===== src/rtl/alu_bit_serial_seq.sv =====
// Bit-serial WIDTH-bit ALU: one alu_1bit stepped LSB-first, carry chained through a register.
// Latency: out_valid rises WIDTH cycles after the accepting edge; one op per WIDTH+2 cycles at best.
// Backpressure: in_ready only in IDLE; result/cout held in DONE until out_ready, indefinitely.
//
// Ports:
//   clk, rst_n             clock, asynchronous active-low reset
//   in_valid/in_ready      operand handshake carrying a, b, op, cin
//   a, b [WIDTH]           operands
//   op [2]                 00 AND, 01 OR, 10 XOR, 11 ADD
//   cin                    carry-in, used only for ADD
//   out_valid/out_ready    result handshake carrying result, cout
//   result [WIDTH], cout   result word; carry out of MSB for ADD, 0 otherwise

module alu_1bit (
    input  logic       a,
    input  logic       b,
    input  logic       cin,
    input  logic [1:0] op,
    output logic       r,
    output logic       cout
);
    always_comb begin
        r    = 1'b0;
        cout = 1'b0;
        unique case (op)
            2'b00: r = a & b;
            2'b01: r = a | b;
            2'b10: r = a ^ b;
            2'b11: begin
                r    = a ^ b ^ cin;
                cout = (a & b) | (cin & (a ^ b));
            end
            default: r = 1'b0;
        endcase
    end
endmodule

module alu_bit_serial_seq #(
    parameter int WIDTH = 8
) (
    input  logic             clk,
    input  logic             rst_n,
    input  logic             in_valid,
    output logic             in_ready,
    input  logic [WIDTH-1:0] a,
    input  logic [WIDTH-1:0] b,
    input  logic [1:0]       op,
    input  logic             cin,
    output logic             out_valid,
    input  logic             out_ready,
    output logic [WIDTH-1:0] result,
    output logic             cout
);
    localparam int         IDX_W  = $clog2(WIDTH);
    localparam logic [1:0] OP_ADD = 2'b11;

    typedef enum logic [1:0] {IDLE, RUN, DONE} state_t;

    state_t             state_q, state_d;
    logic [WIDTH-1:0]   a_sh, b_sh, res_q;
    logic [1:0]         op_q;
    logic               carry_q;
    logic [IDX_W-1:0]   bit_idx;
    logic               last_bit;
    logic               alu_r, alu_co;

    assign last_bit = (bit_idx == IDX_W'(WIDTH - 1));

    alu_1bit u_alu (
        .a    (a_sh[0]),
        .b    (b_sh[0]),
        .cin  (carry_q),
        .op   (op_q),
        .r    (alu_r),
        .cout (alu_co)
    );

    always_ff @(posedge clk or negedge rst_n) begin
        if (!rst_n) state_q <= IDLE;
        else        state_q <= state_d;
    end

    always_comb begin
        state_d   = state_q;
        in_ready  = 1'b0;
        out_valid = 1'b0;
        unique case (state_q)
            IDLE: begin
                in_ready = 1'b1;
                if (in_valid) state_d = RUN;
            end
            RUN: begin
                if (last_bit) state_d = DONE;
            end
            DONE: begin
                out_valid = 1'b1;
                if (out_ready) state_d = IDLE;
            end
            default: state_d = IDLE;
        endcase
    end

    // Datapath. carry_q is only ever loaded with a non-zero value for ADD,
    // so it doubles as the cout register for logic ops (always 0 there).
    always_ff @(posedge clk or negedge rst_n) begin
        if (!rst_n) begin
            a_sh    <= '0;
            b_sh    <= '0;
            res_q   <= '0;
            op_q    <= 2'b00;
            carry_q <= 1'b0;
            bit_idx <= '0;
        end else begin
            unique case (state_q)
                IDLE: begin
                    if (in_valid) begin
                        a_sh    <= a;
                        b_sh    <= b;
                        op_q    <= op;
                        carry_q <= (op == OP_ADD) ? cin : 1'b0;
                        bit_idx <= '0;
                    end
                end
                RUN: begin
                    res_q[bit_idx] <= alu_r;
                    a_sh           <= a_sh >> 1;
                    b_sh           <= b_sh >> 1;
                    carry_q        <= (op_q == OP_ADD) ? alu_co : 1'b0;
                    if (!last_bit) bit_idx <= bit_idx + IDX_W'(1);
                end
                default: ;
            endcase
        end
    end

    assign result = res_q;
    assign cout   = carry_q;
endmodule


===== config.mk =====
export PLATFORM = sky130hd
export DESIGN_NAME = alu_bit_serial_seq
export DESIGN_NICKNAME = d
export VERILOG_FILES = /design/src/rtl/alu_bit_serial_seq.sv
export SDC_FILE = /design/constraint.sdc
export NUM_CORES = 1
export LEC_CHECK = 0
export ABC_AREA = 1
export CAP_MARGIN = 10
export CORE_UTILIZATION = 45
export CTS_BUF_LIST = sky130_fd_sc_hd__clkbuf_16
export DETAILED_ROUTE_END_ITERATION = 7
export GPL_TIMING_DRIVEN = 1
export PLACE_DENSITY_LB_ADDON = 0.25
export REMOVE_ABC_BUFFERS = 1
export SYNTH_ARGS = -nofsm -noshare
export SYNTH_HDL_FRONTEND = slang
export SYNTH_SLANG_ARGS = --single-unit

===== constraint.sdc =====
create_clock -name clk -period 1.3 [get_ports clk]
set_input_delay 0.195 -clock clk [delete_from_list [all_inputs] [get_ports clk]]
set_output_delay 0.195 -clock clk [all_outputs]
set_load 0.01 [all_outputs]

==> impl_results.md, run 1 <==
- Status: finished with violations
- Post-route insts no fill: 296
- CTS max path bufs: 2
- WP data required: 1.51 ns
- Port-buffer cells: 33
- Slowest-stage cell, CP: fa_1
- Die area: 3894 sq um
- Clk pwr share: 18.5%
- WP data arrival: 1.59 ns
- Clock latency on the worst-skew pair: 0.27 ns
- TritonCTS Sinks: 32
- Clock transition at path regs: 0.05 ns
- DRT Pass-1 Iters: 4
- CP delay by family, top: adder cells
- Pleak: 1.140 nW
- Int Power: 3.494 mW
- Sequential fraction of the synthesis area: 48.78%
- Slew headroom: 81.06%
- Final Hold Vio Count: 0
- RePlAce Congestion: 0.7348
- Sw Ratio: 39.60%
- Worst r2r src: cout
- Setup crit end kind: register
- Gate power share: 52.5%
- H-tree Lvls: 2
- CTS tree: done
- Worst Hold Class: in -> async
- Slew Viols, Final: 0
- All-Layer GR Usage: 18.00%
- Starting Density: 48.06%
- Flop pwr share: 28.9%
- Setup violations, final: 8
- Initial antenna violation count: 0
- Avg Cell Area, Syn: 8.249 sq um
- Post-Synthesis Cell Area: 1642 sq um
- Placed Cells: 287
- Initial DRC count: 62
- R2R setup slack: -0.08 ns
- # Post-CTS Setup Buffers: 0
- Slew @ Worst Pin: 0.2834 ns
- CTS root buffer: clkbuf_16
- Via density: 4.851
- Drt drc: 0
- RSZ-0062 raised after global routing: true
- WL/cell: 11.38 um
- Synth cell types: 18
- Post-layout minimum cycle time: 1.376 ns
- Critical path type: reg -> reg
- Startpoint Class: register
- Chip Height: 62.40 um
- Synth area leaders: dfrtp_1 (49%), nand2_1 (12%), o21ai_1 (9.1%)
- GRT Residual Overflow: 0
- Post-synth top area share: 48.78%
- MaxCap Viol Count: 0
- Yosys reg bits: 32
- Synth warnings: 0
- Reg2reg path depth: 5
- Crit share post-route: 105.8%
- Antenna cells: 0
- Setup WS post-layout: -0.07561 ns
- Core Rows: 21
- Layout cells sized above 1: 15.60%
- WHS: 0.2927 ns
- Final Power: 5.785 mW
- Failing checks: setup timing
- Max incr delay on CP: 0.55 ns
- Pwr/cell area: 2472 nW/um^2
- Synth area leader: dfrtp_1
- Synthesis-to-layout area growth: 42.53%
- First-pass GRT wire length: 5471 um
- Setup Skew: 0.003956 ns
- Total CTS buffers: 5
- Post-CTS Hold Buffers: 0
- Dpl hpwl: 2285 um
- Largest net degree at the start of global routing: 33
- Vias in the first global route: 1346
- Max Clock Freq: 727.0 MHz
- Core Area: 3416 sq um
- CP Buf/Inv Count: 0
- Max FO, Critical Path: 8
- P_sw: 2.291 mW
- Vias: 1436
- Cells after Synth: 199
- Cell Chain, Critical Path: fa_1 > nand3_2 > nand2_4 > nand3_1 > nand2_1
- Detailed Route WL: 3369 um
- Max rail drop VDD: 0.001327 V
- Worst r2r dst: result[2]
- Ports: 34
- Final ANT Viol Nets: 0
- Fin nets: 278
- Horiz. Die Dim: 62.40 um
cell families after synthesis:
group                      share of synthesized area, %
DFF                                               48.78
buffers and inverters                             8.918
adders and majority gates                         4.268
AOI/OAI and AO/OA                                 13.49
and+or+nand+nor                                   24.54
state kept, by name, summed over array words and instances (netlist names):
register  flops
a_sh          8
op_q          2
b_sh          8
result        8
state_q       2
bit_idx       3
cout          1
metrics by stage:
| stage | utilization (%) | setup TNS [ns] | cell area [sq um] | setup slack (ns) |
|---|---|---|---|---|
| after global routing | 68.50 | -1.214 | 2340 | -0.1790 |
| after global placement | 62.16 | -0.9559 | 2123 | -0.1157 |
| final | 68.50 | -0.3901 | 2340 | -0.07561 |
| after detailed placement | 62.16 | -1.117 | 2123 | -0.1486 |
| after CTS | 65.86 | -0.5979 | 2250 | -0.08344 |
| after floorplan | - | -1.413 | 1585 | -0.08151 |
cells in the mapped netlist:
cell,number
o21ai_0,12
inv_1,22
buf_4,3
a21oi_1,1
nand3_1,18
nor2_1,11
nand2_2,1
nand4_1,1
inv_2,2
fa_1,1
ha_1,4
nor2_4,2
o21ai_1,30
nand2_4,4
buf_6,3
dfrtp_1,32
nand2_1,51
o22ai_1,1
routing by layer:
metal  vias up  GRT usage [%]  routed length [um]
li1        744              -                   -
met1       657          22.53                1623
met2        29          28.94                1585
met3         6          5.657                 115
met4         0          6.977                  44
met5         -              0                   0
worst max-delay path by stage:
| stage | start | to | slack (ns) | depth (start not counted) |
|---|---|---|---|---|
| detailed placement | b_sh[0] | result[0] | -0.15 | 5 |
| CTS | cout | result[1] | -0.08 | 5 |
| floorplan | cout | result[0] | -0.08 | 5 |
| global placement | cout | result[3] | -0.12 | 5 |
| global route | cout | result[2] | -0.18 | 5 |
| finish | cout | result[2] | -0.08 | 5 |
final cells by class:
type	instances	area, sq um
fill	285	1076
sequential	32	802.0
multi-input combinational	137	733.2
timing repair buffer	50	523.0
clock buffer	5	125.1
inverter	24	90.09
tap	46	57.56
clock inverter	2	8.758
cells in the final DEF, fill, tap and decap left out:
cell / netlist / final
nor2_1: 11 / 11
buf_6: 3 / 2
dfrtp_2: 0 / 1
clkinv_2: 0 / 1
o21ai_2: 0 / 2
o21ai_0: 12 / 12
buf_4: 3 / 10
dlygate4sd2_1: 0 / 8
inv_2: 2 / 2
ha_1: 4 / 4
clkdlybuf4s50_1: 0 / 22
dfrtp_1: 32 / 31
nand2_4: 4 / 5
nand3_1: 18 / 16
a21oi_1: 1 / 1
nand4_1: 1 / 1
o21ai_1: 30 / 28
nor2_4: 2 / 2
o22ai_1: 1 / 1
fa_1: 1 / 1
clkdlybuf4s15_1: 0 / 2
buf_2: 0 / 1
clkbuf_16: 0 / 7
nand2_1: 51 / 50
nand3_2: 0 / 2
inv_1: 22 / 23
nand2_8: 0 / 1
buf_12: 0 / 3
power groups by stage:
stage | Combinational [mW] | Clock, mW | Sequential, mW
final | 3.04 | 1.07 | 1.67
after global routing | 3.43 | 1.12 | 1.72
after CTS | 2.72 | 1.08 | 1.67
after detailed placement | 2.76 | 0 | 1.69
after global placement | 2.71 | 0 | 1.67
after floorplan | 1.56 | 0 | 1.73
worst register-to-register path: cells and delay by family, from the launching register on:
family | cells | cell delay [ns]
and+or+nand+nor | 4 | 0.37
DFF | 1 | 0.39
adders and majority gates | 1 | 0.55
repair_timing:
item | CTS | global route
pin swaps | 1 | 1
endpoints found under the setup margin | 19 | 17
resized for setup | 18 | 9
cloned | 0 | 2
No activity file was read; power rests on OpenSTA's default activity.
==> run 2, diff against run 1 <==
--- a/config.mk
+++ b/config.mk
@@ -5,7 +5,7 @@
 export SDC_FILE = /design/constraint.sdc
 export NUM_CORES = 1
 export LEC_CHECK = 0
-export ABC_AREA = 1
+export ABC_AREA = 0
 export CAP_MARGIN = 10
 export CORE_UTILIZATION = 45
 export CTS_BUF_LIST = sky130_fd_sc_hd__clkbuf_16
==> run 2 against run 1 <==
  * The flow still finishes with violations (setup timing)
  * Routed wire length is 8.8% higher
  * First-iteration DRC count is 45% lower
  * Die area is 3.0% lower
  * Register-to-register slack worse by 0.52 ns
  * Largest cell class is now multi-input gates
  * Critical path type unchanged
==> impl_results.md, run 2 <==
- Status: finished with violations
- Failing checks: setup timing
- Core Rows: 21 (unchanged)
- Setup crit end kind: register
- Horiz. Die Dim: 61.45 um (-1.5%)
- Cells after Synth: 135 (-32%)
- Max FO, Critical Path: 8 (unchanged)
- EDFF count, synth: 0 (unchanged)
- RePlAce Congestion: 0.8136 (+11%)
- Cell Chain, Critical Path: fa_1 > mux4_2 > mux2_4
- Drt drc: 0 (unchanged)
- Slew @ Worst Pin: 0.3220 ns (+0.03857 ns)
- Slew headroom: 78.54% (-2.5 points)
- Pleak: 1.104 nW (-3.2%)
- Fill cell count: 249 (-13%)
- Met1 WL: 1628 um (+0.31%)
- Synth cell types: 31 (+13)
- Vias: 1252 (-13%)
- Most used DFF post-synth: dfrtp_1
- Die area: 3775 sq um (-3.0%)
- Asr flop ratio synth: 100.0% (unchanged)
- Setup WS post-layout: -0.5999 ns (-0.5243 ns)
- Sequential fraction of the synthesis area: 50.35% (+1.6 points)
- Yosys reg bits: 32 (unchanged)
- Post-Synthesis Cell Area: 1590 sq um (-3.1%)
- Port-buffer cells: 33 (unchanged)
- Ports: 34 (unchanged)
- Synth area leaders: dfrtp_1 (50%), mux2i_1 (8.8%), mux2_2 (7.8%)
- CTS tree: done
- Multi-input gate area: 823.3 sq um (+12%)
- Max rail drop VDD: 0.001439 V (+8.5%)
- Layout cells sized above 1: 35.90% (+20 points)
- Synthesis-to-layout area growth: 55.39%
- WP data arrival: 2.05 ns (+0.46 ns)
- Vias in the first global route: 1200 (-11%)
- Chip Height: 61.45 um (-1.5%)
- Setup violations, final: 31 (+23)
- Count leader, synth: dfrtp_1
- Detailed Route WL: 3664 um (+8.8%)
- Max incr delay on CP: 0.58 ns (+0.03 ns)
- Final ANT Viol Nets: 0 (unchanged)
- First-pass GRT wire length: 5637 um (+3.0%)
- Synth area leader: dfrtp_1
- CTS root buffer: clkbuf_16
- Synth warnings: 0 (unchanged)
- Pwr/cell area: 2387 nW/um^2 (-3.5%)
- DRT Pass-1 Iters: 4 (unchanged)
- Startpoint Class: register
- MaxCap Viol Count: 0 (unchanged)
- Slew Viols, Final: 0 (unchanged)
- Dpl hpwl: 2156 um (-5.7%)
- WHS: 0.2877 ns (-0.004991 ns)
- Max Clock Freq: 526.3 MHz (-28%)
- Post-layout minimum cycle time: 1.900 ns (+0.5243 ns)
- H-tree Lvls: 2 (unchanged)
- Top cells by count, synth: dfrtp_1 (32), nand2_1 (19), mux2i_1 (14)
- Fin nets: 222 (-20%)
- Post-route insts no fill: 241 (-19%)
- Clock latency on the worst-skew pair: 0.27 ns (about the same)
- Final Power: 5.899 mW (+2.0%)
- Total CTS buffers: 5 (unchanged)
- All-Layer GR Usage: 21.17% (+3.2 points)
- Final Hold Vio Count: 0 (unchanged)
- Via density: 5.195 (+7.1%)
- CTS max path bufs: 2 (unchanged)
- Core Area: 3363 sq um (-1.5%)
- Reg area: 802.0 sq um (unchanged)
- Initial antenna violation count: 0 (unchanged)
- Met2 routed WL: 1785 um (+13%)
- Slowest-stage cell, CP: mux4_2
- Met3 WL post-DR: 182 um (+58%)
- Initial DRC count: 34 (-45%)
- Critical path type: reg -> reg
- Setup Skew: 0.004243 ns (+0.0002869 ns)
- Starting Density: 47.28% (-0.77 points)
- Most common cell after layout, fill and taps aside: dfrtp_1
- Antenna cells: 0 (unchanged)
- WP data required: 1.45 ns (-0.06 ns)
- Largest net degree at the start of global routing: 33 (unchanged)
- WL/cell: 15.20 um (+34%)
- GRT Residual Overflow: 0 (unchanged)
- DR top layer: met4
- Clock transition at path regs: 0.05 ns (about the same)
- Crit share post-route: 146.1% (+40 points)
- Post-synth top area share: 50.35% (+1.6 points)
- RSZ-0062 raised after global routing: true
- Avg Cell Area, Syn: 11.78 sq um (+43%)
- TritonCTS Sinks: 32 (unchanged)
- Placed Cells: 223 (-22%)
- Worst Hold Class: in -> async
- Commonest non-fill, non-tap cells in the layout: dfrtp_1 (31), clkdlybuf4s50_1 (22), nand2_1 (17)
run 2: changes by cell type after synthesis, sizes merged, moves of 3 or more:
cell    previous run  this run
nand3             18         1
mux2               0        11
inv               24         5
clkbuf             0         3
nand2             56        19
mux2i              0        14
a22o               0         3
o21ai             42        16
nor2              13         3
run 2: where the power goes:
part | switching [mW] | total [mW] | internal (mW)
sequential | 0.271 | 1.68 | 1.41
combinational | 1.41 | 3.15 | 1.74
clock | 0.381 | 1.07 | 0.686
total | 2.06 | 5.90 | 3.84
run 2: path summary, 6_finish.rpt:
kind                               from          to  slack [ns]  cells after the start
worst min register to register  a_sh[2]     a_sh[1]        0.48                      2
min in group clk                   b[7]     b_sh[7]        0.47                      3
worst max-delay path               cout   result[5]       -0.60                      3
worst min-delay path              rst_n   result[1]        0.29                      2
max in group asynchronous         rst_n  state_q[0]        0.84                      2
worst max register to register     cout   result[5]       -0.60                      3
run 2: through the flow:
stage | util [%] | setup TNS [ns] | setup slack (ns) | cell area [sq um]
finish | 73.47 | -8.947 | -0.5999 | 2471
global route | 73.47 | -10.61 | -0.6304 | 2471
global placement | 61.90 | -8.249 | -0.5073 | 2082
CTS | 72.10 | -8.259 | -0.5589 | 2425
floorplan | - | -20.82 | -0.8630 | 1528
detailed placement | 61.90 | -8.649 | -0.5418 | 2082
run 2: cell type report:
type / instances / area share [%]
well taps: 46 / 2.329
flip-flops and latches: 32 / 32.46
multi-input cells: 89 / 33.32
clock buffers: 5 / 5.063
repair buffers: 61 / 25.62
clock inverters: 3 / 0.4557
inverters: 5 / 0.7595
run 2: logic make-up after synthesis:
group                      share of synthesized area [%]
and+or+nand+nor                                    14.16
DFF                                                50.35
muxes                                              18.02
AOI/OAI and AO/OA                                  7.947
buffers and inverters                              5.114
adders and majority gates                          4.406
run 2: critical path: cells and delay by family (launching register included):
| family | cells | cell delay [ns] |
|---|---|---|
| mux | 2 | 0.89 |
| fa+ha+maj | 1 | 0.49 |
| flops | 1 | 0.40 |
run 2: metal layers:
metal,track usage [%],up-vias
met5,0,-
met4,7.937,0
met3,6.723,7
met2,32.30,34
met1,28.34,624
li1,-,587
run 2: what timing repair did:
action / 4_1_cts / 5_1_grt
resized for setup: 44 / 21
pin swaps: 8 / 4
endpoints found under the hold margin: 0 / 0
buffers inserted: 7 / 3
endpoints found under the setup margin: 42 / 34
hold buffers: 0 / 0
gates cloned: 3 / 1
